<file path="config.mk">
export PLATFORM = sky130hd
export DESIGN_NAME = data_mem_responder_flat
export DESIGN_NICKNAME = d
export VERILOG_FILES = /design/src/rtl/data_mem_responder_pkg.sv /design/src/rtl/data_mem_responder_if.sv /design/src/rtl/data_mem_responder_byte_ram.sv /design/src/rtl/data_mem_responder.sv /design/src/flat_wrapper.sv
export SDC_FILE = /design/constraint.sdc
export NUM_CORES = 2
export LEC_CHECK = 0
export CAP_MARGIN = 5
export CORE_UTILIZATION = 44
export CTS_BUF_LIST = sky130_fd_sc_hd__clkbuf_8 sky130_fd_sc_hd__clkbuf_16
export CTS_CLUSTER_SIZE = 30
export DETAILED_ROUTE_END_ITERATION = 10
export MAX_ROUTING_LAYER = met4
export PLACE_DENSITY_LB_ADDON = 0.2
export SYNTH_ARGS = -nofsm -noshare
export SYNTH_HDL_FRONTEND = slang
export SYNTH_SLANG_ARGS = --single-unit
</file>
<file path="constraint.sdc">
create_clock -name clk -period 5.29 [get_ports clk]
set_input_delay 1.058 -clock clk [delete_from_list [all_inputs] [get_ports clk]]
set_output_delay 1.058 -clock clk [all_outputs]
set_load 0.01 [all_outputs]
</file>
<file path="src/rtl/data_mem_responder_pkg.sv">
`default_nettype none
// ============================================================================
// Module     : data_mem_responder_pkg
// Description: Shared definitions for the execute-stage memory bus.
//              Access-width encodings (must match the exec stage) and small
//              helpers to decode them.
// Ports      : none (package)
// Revision   : 1.0 - initial release
// ============================================================================
package data_mem_responder_pkg;

    // Access-width encodings on mem_acc_width
    localparam logic [1:0] MEM_ACC_8   = 2'b00;
    localparam logic [1:0] MEM_ACC_16  = 2'b01;
    localparam logic [1:0] MEM_ACC_32  = 2'b10;
    localparam logic [1:0] MEM_ACC_BAD = 2'b11;

    // Number of byte beats for a given access width. The reserved encoding
    // maps to 4 but is never used for an access because it faults.
    function automatic logic [2:0] acc_bytes(input logic [1:0] width);
        case (width)
            MEM_ACC_8:  return 3'd1;
            MEM_ACC_16: return 3'd2;
            MEM_ACC_32: return 3'd4;
            default:    return 3'd4;
        endcase
    endfunction

    function automatic logic acc_width_ok(input logic [1:0] width);
        return (width != MEM_ACC_BAD);
    endfunction

endpackage
`default_nettype wire

</file>
<file path="src/rtl/data_mem_responder_if.sv">
`default_nettype none
// ============================================================================
// Module     : data_mem_responder_if
// Description: Execute-stage memory bus. Net names follow the exec side:
//              mem_data_out carries store data towards memory, mem_data_in
//              carries load data back to exec.
// Signals    : mem_req, mem_we, mem_addr, mem_data_out, mem_acc_width
//              (exec -> memory); mem_data_in, mem_ready, mem_fault
//              (memory -> exec)
// Modports   : master (exec side), slave (memory responder side)
// Revision   : 1.0 - initial release
// ============================================================================
interface data_mem_responder_if #(
    parameter int M_WIDTH = 32
);
    logic               mem_req;
    logic               mem_we;
    logic [M_WIDTH-1:0] mem_addr;
    logic [M_WIDTH-1:0] mem_data_out;
    logic [1:0]         mem_acc_width;
    logic [M_WIDTH-1:0] mem_data_in;
    logic               mem_ready;
    logic               mem_fault;

    modport master (
        output mem_req,
        output mem_we,
        output mem_addr,
        output mem_data_out,
        output mem_acc_width,
        input  mem_data_in,
        input  mem_ready,
        input  mem_fault
    );

    modport slave (
        input  mem_req,
        input  mem_we,
        input  mem_addr,
        input  mem_data_out,
        input  mem_acc_width,
        output mem_data_in,
        output mem_ready,
        output mem_fault
    );

endinterface
`default_nettype wire

</file>
<file path="src/rtl/data_mem_responder_byte_ram.sv">
`default_nettype none
// ============================================================================
// Module     : data_mem_responder_byte_ram
// Description: MEM_BYTES x 8 data RAM. One synchronous write port and one
//              asynchronous read port sharing a single address. Contents are
//              not reset.
// Ports      : clk   - clock
//              we    - write enable (byte written on posedge)
//              addr  - byte index
//              wdata - write byte
//              rdata - combinational read of RAM[addr]
// Revision   : 1.0 - initial release
// ============================================================================
module data_mem_responder_byte_ram #(
    parameter int MEM_BYTES = 256,
    parameter int ADDR_W    = $clog2(MEM_BYTES)
) (
    input  logic              clk,
    input  logic              we,
    input  logic [ADDR_W-1:0] addr,
    input  logic [7:0]        wdata,
    output logic [7:0]        rdata
);

    logic [7:0] r_mem [MEM_BYTES];

    always_ff @(posedge clk) begin
        if (we) begin
            r_mem[addr] <= wdata;
        end
    end

    assign rdata = r_mem[addr];

endmodule
`default_nettype wire

</file>
<file path="src/rtl/data_mem_responder.sv">
`default_nettype none
// ============================================================================
// Module     : data_mem_responder
// Description: Responder end of the execute-stage memory bus. Serves
//              byte/half/word loads and stores from a byte-addressed RAM,
//              moving one byte per cycle, little-endian. Completion is a
//              one-cycle mem_ready pulse; load data stays stable until the
//              next accepted request.
// Ports      : clk  - clock
//              rst  - synchronous reset, active-high
//              bus  - memory bus, slave modport
// Parameters : M_WIDTH    - bus width (>= 32)
//              MEM_BYTES  - RAM size in bytes, power of 2
//              EXTRA_WAIT - idle cycles between accept and first beat (0..15)
// Revision   : 1.0 - initial release
// ============================================================================
module data_mem_responder
    import data_mem_responder_pkg::*;
#(
    parameter int M_WIDTH    = 32,
    parameter int MEM_BYTES  = 256,
    parameter int EXTRA_WAIT = 0
) (
    input  logic                  clk,
    input  logic                  rst,
    data_mem_responder_if.slave   bus
);

    localparam int         c_AW        = $clog2(MEM_BYTES);
    localparam logic [3:0] c_WAIT_LAST = 4'(EXTRA_WAIT - 1);

    // Responder FSM encoding
    typedef enum logic [2:0] {
        ST_IDLE    = 3'd0,
        ST_WAIT    = 3'd1,
        ST_ACCESS  = 3'd2,
        ST_DONE    = 3'd3,
        ST_RELEASE = 3'd4
    } state_t;

    state_t               r_state;
    state_t               w_state_nxt;

    // Latched request
    logic [c_AW-1:0]      r_addr;
    logic                 r_we;
    logic [31:0]          r_wdata;
    logic [2:0]           r_nbytes;
    logic                 r_fault;

    // Counters
    logic [1:0]           r_beat;
    logic [3:0]           r_wait_cnt;

    // Registered outputs
    logic [M_WIDTH-1:0]   r_data_in;
    logic                 r_ready;
    logic                 r_mem_fault;

    // Combinational controls
    logic                 w_req_fault;
    logic                 w_beat_last;
    logic                 w_ram_we;
    logic [c_AW-1:0]      w_ram_addr;
    logic [7:0]           w_ram_wdata;
    logic [7:0]           w_ram_rdata;

    // Out-of-range address or reserved width: the request completes with a
    // fault and never touches the RAM.
    assign w_req_fault = (bus.mem_addr >= M_WIDTH'(MEM_BYTES))
                       || !acc_width_ok(bus.mem_acc_width);

    assign w_beat_last = (({1'b0, r_beat} + 3'd1) == r_nbytes);

    // Address arithmetic in c_AW bits gives the wrap past the top of RAM.
    assign w_ram_addr  = r_addr + c_AW'(r_beat);
    assign w_ram_wdata = r_wdata[{r_beat, 3'b000} +: 8];

    // ------------------------------------------------------------------------
    // FSM: state register
    // ------------------------------------------------------------------------
    always_ff @(posedge clk) begin
        if (rst) begin
            r_state <= ST_IDLE;
        end else begin
            r_state <= w_state_nxt;
        end
    end

    // ------------------------------------------------------------------------
    // FSM: next state and RAM write strobe
    // ------------------------------------------------------------------------
    always_comb begin
        w_state_nxt = r_state;
        w_ram_we    = 1'b0;
        case (r_state)
            ST_IDLE: begin
                if (bus.mem_req) begin
                    if (EXTRA_WAIT > 0) begin
                        w_state_nxt = ST_WAIT;
                    end else if (w_req_fault) begin
                        w_state_nxt = ST_DONE;
                    end else begin
                        w_state_nxt = ST_ACCESS;
                    end
                end
            end
            ST_WAIT: begin
                if (r_wait_cnt == c_WAIT_LAST) begin
                    w_state_nxt = r_fault ? ST_DONE : ST_ACCESS;
                end
            end
            ST_ACCESS: begin
                // Gating with rst keeps a reset edge from landing one more
                // byte of an interrupted store.
                w_ram_we = r_we && !rst;
                if (w_beat_last) begin
                    w_state_nxt = ST_DONE;
                end
            end
            ST_DONE: begin
                w_state_nxt = ST_RELEASE;
            end
            ST_RELEASE: begin
                // A request still held from the finished transfer must drop
                // before another can be accepted.
                if (!bus.mem_req) begin
                    w_state_nxt = ST_IDLE;
                end
            end
            default: begin
                w_state_nxt = ST_IDLE;
            end
        endcase
    end

    // ------------------------------------------------------------------------
    // Datapath: request latch, counters, load assembly, output pulses
    // ------------------------------------------------------------------------
    always_ff @(posedge clk) begin
        if (rst) begin
            r_addr      <= '0;
            r_we        <= 1'b0;
            r_wdata     <= '0;
            r_nbytes    <= '0;
            r_fault     <= 1'b0;
            r_beat      <= '0;
            r_wait_cnt  <= '0;
            r_data_in   <= '0;
            r_ready     <= 1'b0;
            r_mem_fault <= 1'b0;
        end else begin
            r_ready     <= 1'b0;
            r_mem_fault <= 1'b0;
            case (r_state)
                ST_IDLE: begin
                    if (bus.mem_req) begin
                        r_addr     <= bus.mem_addr[c_AW-1:0];
                        r_we       <= bus.mem_we;
                        r_wdata    <= bus.mem_data_out[31:0];
                        r_nbytes   <= acc_bytes(bus.mem_acc_width);
                        r_fault    <= w_req_fault;
                        r_beat     <= '0;
                        r_wait_cnt <= '0;
                        // Loads start from zero so unread upper bytes are
                        // zero-extended; faults always return zero.
                        if (!bus.mem_we || w_req_fault) begin
                            r_data_in <= '0;
                        end
                    end
                end
                ST_WAIT: begin
                    r_wait_cnt <= r_wait_cnt + 4'd1;
                end
                ST_ACCESS: begin
                    r_beat <= r_beat + 2'd1;
                    if (!r_we) begin
                        r_data_in[{r_beat, 3'b000} +: 8] <= w_ram_rdata;
                    end
                end
                ST_DONE: begin
                    r_ready     <= 1'b1;
                    r_mem_fault <= r_fault;
                end
                default: begin
                end
            endcase
        end
    end

    data_mem_responder_byte_ram #(
        .MEM_BYTES (MEM_BYTES),
        .ADDR_W    (c_AW)
    ) u_byte_ram (
        .clk   (clk),
        .we    (w_ram_we),
        .addr  (w_ram_addr),
        .wdata (w_ram_wdata),
        .rdata (w_ram_rdata)
    );

    assign bus.mem_data_in = r_data_in;
    assign bus.mem_ready   = r_ready;
    assign bus.mem_fault   = r_mem_fault;

endmodule
`default_nettype wire

</file>
<file path="src/flat_wrapper.sv">
// flat-port wrapper written by rule: the top's interface ports become plain ports
module data_mem_responder_flat import data_mem_responder_pkg::*;
#(
    parameter int M_WIDTH    = 32,
    parameter int MEM_BYTES  = 256,
    parameter int EXTRA_WAIT = 0
)
  (clk, rst, bus_mem_req, bus_mem_we, bus_mem_addr, bus_mem_data_out, bus_mem_acc_width, bus_mem_data_in, bus_mem_ready, bus_mem_fault);
  data_mem_responder_if #(.M_WIDTH(M_WIDTH)) bus_i ();
  input  logic clk;
  input  logic rst;
  input wire logic [$bits(bus_i.mem_req)-1:0] bus_mem_req;
  input wire logic [$bits(bus_i.mem_we)-1:0] bus_mem_we;
  input wire logic [$bits(bus_i.mem_addr)-1:0] bus_mem_addr;
  input wire logic [$bits(bus_i.mem_data_out)-1:0] bus_mem_data_out;
  input wire logic [$bits(bus_i.mem_acc_width)-1:0] bus_mem_acc_width;
  output wire logic [$bits(bus_i.mem_data_in)-1:0] bus_mem_data_in;
  output wire logic [$bits(bus_i.mem_ready)-1:0] bus_mem_ready;
  output wire logic [$bits(bus_i.mem_fault)-1:0] bus_mem_fault;
  assign bus_i.mem_req = bus_mem_req;
  assign bus_i.mem_we = bus_mem_we;
  assign bus_i.mem_addr = bus_mem_addr;
  assign bus_i.mem_data_out = bus_mem_data_out;
  assign bus_i.mem_acc_width = bus_mem_acc_width;
  assign bus_mem_data_in = bus_i.mem_data_in;
  assign bus_mem_ready = bus_i.mem_ready;
  assign bus_mem_fault = bus_i.mem_fault;
  data_mem_responder #(.M_WIDTH(M_WIDTH), .MEM_BYTES(MEM_BYTES), .EXTRA_WAIT(EXTRA_WAIT)) u_core (.clk(clk), .rst(rst), .bus(bus_i));
endmodule
</file>
==> run metrics <==
Finished Layout Cells between 7000 and 8000; Slew headroom about an eighth; Crit Path Class flop to flop; vias per inst just over 6; quantity of I/O buffers inserted on ports about 100; Num CTS Buffers 212; wire per inst roughly 31 um; fill count around 15000; Worst-path clk slew 0.06 ns; most used flip-flop cell after synthesis edfxtp_1; WP data required 6.08 ns; PwrDens 397 nW/um^2; CTS tree built; DRT Pass-1 Iters 5; worst slew pin tran roughly 1.3 ns; Hold WC Path Type flop to flop; placed cell area between 80000 and 90000 sq um; Synth async-reset ratio 0%; Post-synth EDFFs 2048; Min Hold Slack 0.457 ns; CTS root buffer clkbuf_16; #FFs+latches synth 2136; # IOs between 100 and 150; arrival time at the worst endpoint a little over 6 ns; P_leak around 31 nW; Core Rows 160; Final ANT Viol Nets 0; Synth Instances between 4000 and 5000; H-tree Lvls 4; Setup WS post-layout -0.0103 ns; Critical Path Fanout Max 33; Syn Area/Cell ~17 sq um; fin crit share 100%; vias in the first global route 46084; Initial Util 44.2%; clk_skew 0.0337 ns; placed cell count 7432; CP Cell Sequence ha_4, fa_4, xor2_4, buf_12, buf_12, buf_4, nand2_1, a21oi_1, nor2_1, a21oi_1, o2111ai_1, a2111oi_2, buf_4, a22o_1; crit-path max cell delay roughly 0.8 ns; post-route minimum period about 5.3 ns; DR vias 47356; Crit-path slowest cell a2111oi_2; Final Hold Vio Count 0; Finished Core Util between 50% and 60%; worst skew pair latency a little under 0.9 ns; clk sinks between 2000 and 2500; Pins Over Slew Limit 0; Post-Route WL between 200000 and 250000 um; total power 38.3 mW; Die W roughly 440 um; fin area between 90000 and 100000 sq um; initial antenna violation count 7; first-pass GRT wire length ~350000 um; sequential share of the synthesized area between 70% and 80%; Net count, final 5213; layout cells sized above 1 a little under 20%; worst vdd ir roughly 360 uV; failing checks setup timing; total track usage 26.2%; Longest Clk Path Bufs 3; synthesized area about 84000 sq um; DR DRC count 0; Worst Setup Start Kind flop; GRT overflow 0; core area approximately 190000 sq um; Syn Nets about 4900; Post-DP HPWL 154000 um; Die Y around 440 um; final setup fails 1; status finished with violations; Setup crit end kind flop; final estimated routing congestion in global placement around 0.96; drt first-iter violations 6133; maxcap violations 0; unrepaired setup endpoints after global routing false; Yosys warning count 0; post-synth cell types between 80 and 90; die area approximately 190000 sq um; achievable frequency 189 MHz; largest net degree at the start of global routing 145; Synth-to-Final Area Change 14.6%
logic make-up (layout without fill, tap and decap cells):
kind of cell    count (synthesis)  in the layout  synth area share, %
flops                        2136           2136                 75.3
simple gates                 1369           1369                 6.99
mux                           521            521                 11.5
compound gates                460            460                 4.07
buf+inv                       316            808                 1.97
fa+ha+maj                       8              8                0.128
xor+xnor                        8              8                0.115
other cells                     0              5                    0
report_power, final:
group,leakage (nW),internal [mW],switching (mW)
clock,3.49,8.15,6.43
sequential,20.0,18.9,0.0441
combinational,7.48,1.57,3.18
total,30.9,28.6,9.65
layer usage:
layer	global-route usage [%]	vias to the layer above	part of all wire (%)	wire length, um
li1	-	19773	-	-
met1	35.9	24736	41	100000
met2	38.8	2407	46	112000
met3	5.43	440	9.4	23100
met4	9.41	0	3.9	9500
met5	-	-	0	0
Yosys cell counts (12+ instances only):
library cell | n | share of area, %
buf_1 | 20 | 0.089
nand2b_1 | 12 | 0.089
nand2_1 | 634 | 2.8
nand4_1 | 39 | 0.29
dfxtp_1 | 88 | 2.1
a31oi_1 | 58 | 0.43
edfxtp_1 | 2048 | 73
nor4_1 | 14 | 0.10
a221oi_1 | 13 | 0.14
mux4_2 | 352 | 9.4
o2bb2ai_1 | 12 | 0.13
or2_2 | 13 | 0.097
buf_2 | 107 | 0.64
a41oi_1 | 12 | 0.13
a32oi_1 | 60 | 0.63
a2111oi_0 | 19 | 0.20
a22oi_1 | 30 | 0.27
a22o_1 | 24 | 0.25
clkbuf_1 | 108 | 0.48
nand3_1 | 206 | 1.2
nor2_1 | 348 | 1.6
buf_6 | 15 | 0.20
and3_1 | 19 | 0.14
o21ai_0 | 24 | 0.14
buf_4 | 60 | 0.54
o22ai_1 | 18 | 0.13
nor3_1 | 23 | 0.14
mux2i_1 | 161 | 1.9
a21oi_1 | 77 | 0.46
and2_1 | 24 | 0.18
a211oi_1 | 16 | 0.14
o211ai_1 | 15 | 0.13
stage by stage:
step                      setup TNS [ns]  setup WS, ns
final                            -0.0103       -0.0103
after global routing                   0       0.00429
after CTS                              0        0.0831
after detailed placement          -0.146        -0.116
after global placement           -0.0981       -0.0981
after floorplan                        0          1.48
flip-flops by register name, indices dropped and copies added (netlist names):
register,count
u_core.u_byte_ram.r_mem,2048
u_core.r_addr,8
u_core.bus.mem_data_in,32
u_core.r_we,1
u_core.r_beat,2
u_core.bus.mem_fault,1
u_core.r_state,3
u_core.bus.mem_ready,1
u_core.r_fault,1
u_core.r_nbytes,3
u_core.r_wdata,32
u_core.r_wait_cnt,4
cell type report:
cell class	count	area [sq um]	area share (%)
Antenna cell	5	12.5	0.0130
Clock buffer	220	5440	5.64
Clock inverter	169	1280	1.33
Inverter	6	22.5	0.0234
Multi-Input combinational cell	2366	19400	20.1
Sequential cell	2136	63300	65.6
Tap cell	2511	3140	3.26
Timing Repair Buffer	413	3830	3.97
worst paths after layout:
check                          start                         end  slack, ns  depth (start not counted)
setup reg to reg    u_core.r_addr[0]  u_core.bus.mem_data_in[31]      -0.01                         14
setup / recovery    u_core.r_addr[0]  u_core.bus.mem_data_in[31]      -0.01                         14
hold / removal    u_core.r_wdata[22]          u_core.r_wdata[22]       0.46                          2
hold reg to reg   u_core.r_wdata[22]          u_core.r_wdata[22]       0.46                          2
what timing repair did:
item	in CTS	in global routing
setup endpoints to repair	4	8
gates cloned	0	0
buffers inserted	0	0
hold buffers	0	0
resized for setup	1	2
cell usage in the layout, fill, tap and decap left out, types with 55 or more instances in the layout:
cell / instances
nor2_1: 342
dfxtp_1: 88
clkbuf_16: 214
inv_1: 55
a21oi_1: 77
a32oi_1: 60
edfxtp_1: 2048
nand3_1: 194
mux2i_1: 161
mux4_2: 344
nand2_1: 634
clkdlybuf4s50_1: 102
buf_4: 272
a31oi_1: 57
worst max-delay path: cells and delay by family, from the launching register on:
family,cells,cell delay [ns]
and+or+nand+nor,2,0.16
xor gates and xnor gates,1,0.61
AOI/OAI and AO/OA,5,2.32
buffers and inverters,4,0.99
adders and majority gates,2,0.76
DFF,1,0.34
(Power assumes the default switching activity.)
